$ cat src/rtl/pend_priority_encoder.sv
// rtl/pend_priority_encoder.sv - sticky-request priority encoder with a valid/ready output slot
// Optional sticky overflow flag enabled by defining PENC_OVF_EN.
module pend_priority_encoder #(
  parameter  int N = 8,
  localparam int W = $clog2(N)
) (
  input  logic         clk,
  input  logic         rst,
  input  logic [N-1:0] req,
  input  logic [N-1:0] mask,
  input  logic         clr,
  output logic         out_valid,
  input  logic         out_ready,
  output logic [W-1:0] out_idx,
  output logic [N-1:0] pending,
  output logic         none,
  output logic         ovf
);

  logic [N-1:0] cand;
  logic [N-1:0] pop;
  logic [W-1:0] sel;
  logic         found;
  logic         load_en;

  assign cand    = pending & ~mask;
  assign load_en = !out_valid || out_ready;
  assign none    = !out_valid && (cand == '0);

  // Ascending scan so the last hit, the highest index, wins.
  always_comb begin
    sel   = '0;
    found = 1'b0;
    for (int i = 0; i < N; i++) begin
      if (cand[i]) begin
        sel   = W'(i);
        found = 1'b1;
      end
    end
  end

  always_comb begin
    pop = '0;
    if (load_en && found) pop[sel] = 1'b1;
  end

  always_ff @(posedge clk) begin
    if (rst || clr) begin
      pending   <= '0;
      out_valid <= 1'b0;
      out_idx   <= '0;
    end else begin
      // A request on the bit being popped re-arms it for a later service.
      pending <= (pending & ~pop) | req;
      if (load_en) begin
        if (found) begin
          out_idx   <= sel;
          out_valid <= 1'b1;
        end else begin
          out_valid <= 1'b0;
        end
      end
    end
  end

`ifdef PENC_OVF_EN
  logic ovf_q;

  always_ff @(posedge clk) begin
    if (rst || clr) begin
      ovf_q <= 1'b0;
    end else if (|(req & pending & ~pop)) begin
      ovf_q <= 1'b1;
    end
  end

  assign ovf = ovf_q;
`else
  assign ovf = 1'b0;
`endif

endmodule
$ cat config.mk
export PLATFORM = sky130hd
export DESIGN_NAME = pend_priority_encoder
export DESIGN_NICKNAME = d
export VERILOG_FILES = /design/src/rtl/pend_priority_encoder.sv
export SDC_FILE = /design/constraint.sdc
export NUM_CORES = 1
export LEC_CHECK = 0
export ABC_CLOCK_PERIOD_IN_PS = 2950
export CAP_MARGIN = 10
export CELL_PAD_IN_SITES_DETAIL_PLACEMENT = 1
export CELL_PAD_IN_SITES_GLOBAL_PLACEMENT = 2
export CORE_AREA = 2 2 53 65
export DETAILED_ROUTE_END_ITERATION = 16
export DIE_AREA = 0 0 55 67
export GPL_TIMING_DRIVEN = 0
export PLACE_DENSITY = 0.84
export SLEW_MARGIN = 40
export SYNTH_ARGS = -nofsm -noshare
export SYNTH_HDL_FRONTEND = slang
export SYNTH_SLANG_ARGS = --single-unit
$ cat constraint.sdc
create_clock -name clk -period 2.95 [get_ports clk]
set_clock_uncertainty 0.05 [all_clocks]
set_input_delay 0.4425 -clock clk [delete_from_list [all_inputs] [get_ports clk]]
set_output_delay 0.4425 -clock clk [all_outputs]
set_load 0.005 [all_outputs]
Word level (Yosys, flattened, before mapping)

Cells that the tools add are included.

Output and inout port bits: 14
Register bits: 12
Logic and storage cells: 37

$lt $le $gt $ge: 2
Bitwise logic cells: 5
Reduce and logical (&&, ||, !) cells: 8
Muxes and demuxes: 19

Operators by type and width:

| kind                 | count |
|---|---|
| $mux W3              | 6 |
| $and A8 B8 Y8        | 2 |
| $not A8 Y8           | 2 |
| $mux W1              | 11 |
| $logic_not A8 Y1     | 1 |
| $mux W8              | 1 |
| $or A8 B8 Y8         | 1 |
| $lt A3 B4 Y1 const B | 1 |
| $demux W1 S3         | 1 |
| $ge A3 B1 Y1 const B | 1 |
| $logic_and A1 B1 Y1  | 3 |
| $logic_or A1 B1 Y1   | 2 |
| $reduce_and A2 Y1    | 1 |
| $logic_not A1 Y1     | 1 |

Longest topological paths before layout

Word-level depth: 17
Depth in mapped cells: 5
Depth with buffers taken out: 4

Worst setup path after synthesis

No wires, ideal clock.

Path kind: in2out
Start: input port mask[1]
End: output port none
Path slack: 1.241 ns
Data required time: 2.457 ns
Stages: 3
Data arrival time: 1.216 ns
Path through: nor2b_4 > or4_4 > nor3_1

Word-level cells in the longest chain between the ends: 4

RTL lines:

| item                | RTL line | source |
|---|---|---|
| start: declaration  | 10       | `input logic [N-1:0] mask,` |
| $not A8 Y8          | 26       | `assign cand = pending & ~mask;` |
| $and A8 B8 Y8       | 26       |  |
| $logic_not A8 Y1    | 28       | `assign none = !out_valid && (cand == '0);` |
| $logic_and A1 B1 Y1 | 28       |  |
| end: declaration    | 16       | `output logic none,` |

No other way between the ends.

Worst setup path in the final report

Same ends and word-level chain as after synthesis.

==> flow_summary.yaml <==
logic_synthesis:
  synth.net_count: 96
  post_synth_num_cell_types: 30
  yosys_warnings: 0
  yosys_register_bits: 12
  postSynthCellCount: 76
  syn_area_per_cell_sq_um: 8.66
  ys_seq_area_frac: 0.365
  mappedNetlistArea_sq_um: 658
power:
  p_per_area_nw_per_um2: 392
  irDropWorstVdd_mv: 0.179
  totalPowerFinal_uw: 416
  leakagePower_nw: 0.387
routing:
  routed-via-count: 722
  routed_via_density: 4.88
  post-route-drc-count: 0
  drtPass1Iterations: 2
  final_wirelength_mm: 1.90
  number_of_drc_violations_after_detailed_routing_iteration_0: 3
  detail_route.wl_per_cell_microns: 12.8
  final_antenna_net_count: 0
global_routing:
  grt_first_pass_wirelength_mm: 3.11
  via_count_of_the_first_global_routing_pass: 717
  global_route.overflow_total: 0
  initial_antenna_violation_count: 0
  grt_start_max_net_pins: 11
  gr-usage-all-layers: 0.116
final_layout:
  layout-drive-gt1-share: 0.0982
  n_fill_cell: 379
  final_cell_count_no_fill: 148
  synthToLayoutAreaGrowth_pct: 61.0
  combined_area_of_the_multi_input_logic_cells_sq_um: 388
  layout_commonest_cell: "clkdlybuf4s50_1"
  diodes: 0
  fin_nets: 133
  seq_area_sq_um: 240
  layout_common_cells: "clkdlybuf4s50_1, dfxtp_1, o21ai_0"
clock_tree:
  cts_setup_buffers: 0
  cts_num_sinks: 12
  h_tree_levels: 1
  cts.hold.buffers_added: 0
  cts_repair_resize_count: 0
  ctsLongestPathBuffers: 2
  cts_tree: "built"
  clock_latency_ns: 0.28
  clk_pin_slew_ns: 0.08
  clockRootBuffer: "clkbuf_4"
  cts_buffers: 3
critical_path:
  timing.critical_path.from: "mask[1]"
  endpoint_kind: "output pin"
  worstReg2RegStart: "pending[1]"
  worst_setup_path_endpoint: "none"
  ff2ff_path_depth: 4
  capture_point_of_the_worst_reg_to_reg_path: "out_idx[1]"
  timing.critical_path.from_type: "input port"
  worst-endpoint-required_ns: 2.46
  path_class: "in2out"
  worstPathMaxFanout: 5
  wp_data_arrival_ns: 2.27
  reg2reg_setup_slack_ns: 1.41
floorplanning:
  die_w_microns: 55
  die_height_microns: 67
  floorplan.rows: 22
  dieArea_sq_um: 3690
  fp.coreArea_sq_um: 3030
  initial_utilization: 0.217
  pin_count: 34
placed_design:
  hpwlAfterDp_mm: 1.54
  place_congestion: 0.773
  placed_cells_incl_taps: 144
  preCtsSetupSlack_ns: 0.171
  port_buffers: 32
sta:
  finalWorstSetupSlack_ns: 0.185
  fin_setup_tns_ns: 0
  drv_slew: 0
  fin_worst_hold_slack_ns: 0.422
  max_clock_freq_mhz: 362
  final_count_of_hold_timing_violations: 0
  timing.final.crit_share: 0.937
  setup_viol_count_final: 0
  timing_worst_slew_pin_value_ns: 0.496
  rsz_0062_raised_after_global_routing: "false"
  clock_period_minus_worst_slack_ns: 2.76
  slew_headroom: 0.666
run:
  max-cap-violations: 0
run_status:
  outcome: "completed"
min_path:
  hp-class: "reg2reg"
## cells in the mapped netlist
cell      count  share of area
o21bai_1      1          0.011
o21ai_0       9          0.068
a21oi_1       2          0.015
nor2_1        2          0.011
o21a_1        2          0.023
buf_4         1          0.011
nand2b_1      6          0.057
inv_1         4          0.023
nor2b_1       5          0.048
o221a_1       1          0.017
nand2_1       4          0.023
conb_1        1         0.0057
a211oi_1      3          0.034
a311o_1       1          0.015
nor2b_4       1          0.021
clkbuf_1      2          0.011
mux2i_1       1          0.015
o31ai_1       1          0.011
nor4_1        2          0.019
a32o_2        1          0.017
o211ai_1      2          0.023
o31a_2        1          0.015
o31a_1        1          0.013
nand4_2       1          0.019
nor3_1        2          0.015
nand3_1       1         0.0076
dfxtp_1      12           0.37
or4_4         1          0.017
a31oi_1       4          0.038
o21bai_4      1          0.029
## layout make-up
cell class                      instances  area share
Buffer                                  3      0.0142
Clock buffer                            4      0.0342
Inverter                                4      0.0142
Multi-Input combinational cell         57       0.366
Sequential cell                        12       0.227
Tap cell                               36      0.0425
Timing Repair Buffer                   32       0.302
## layer usage
metal	wire, microns	track usage	vias to the layer above
li1	-	-	357
met1	766	0.137	339
met2	983	0.195	21
met3	104	0.0224	5
met4	40	0.0549	0
met5	0	0	-
## sequential cells by signal (all words and copies together), names as in the netlist
signal / count
pending: 8
out_valid: 1
out_idx: 3
## per-stage QoR
| step | cell area, sq um | util |
|---|---|---|
| 5_1_grt | 1060 | 0.350 |
| 4_1_cts | 1060 | 0.350 |
| 3_3_place_gp | 1020 | 0.338 |
| 6_report | 1060 | 0.350 |
| 3_5_place_dp | 1020 | 0.338 |
| 2_1_floorplan | 658 | - |
## worst min path at each step
| stage | startpoint | to | depth (start not counted) |
|---|---|---|---|
| floorplan | out_idx[1] | out_idx[1] | 2 |
| global placement | out_idx[1] | out_idx[1] | 2 |
| detailed placement | out_idx[1] | out_idx[1] | 2 |
| CTS | out_idx[1] | out_idx[1] | 2 |
| global route | out_idx[1] | out_idx[1] | 2 |
| finish | out_idx[1] | out_idx[1] | 2 |
## cell families (layout without fill, tap and decap cells)
logic type | Yosys count | count (layout) | share of synthesized area
AO/OA/AOI/OAI | 30 | 30 | 0.331
buffers and inverters | 7 | 43 | 0.0456
flip-flops | 12 | 12 | 0.365
multiplexers | 1 | 1 | 0.0152
other | 1 | 1 | 0.00570
AND/OR/NAND/NOR | 25 | 25 | 0.238
## where the power goes
part | internal, mW | total, mW | switching [mW]
clock network | 0.0752 | 0.137 | 0.0618
logic | 0.0614 | 0.103 | 0.0420
registers | 0.170 | 0.175 | 0.00546
total | 0.307 | 0.416 | 0.109
## worst max-delay path, stage by stage
cell	delay (ns)
clkdlybuf4s50_1	0.50
nor2b_4	0.06
or4_4	0.58
nor3_1	0.16
clkdlybuf4s50_1	0.53
Note: power is estimated with default switching activity, not from simulation.
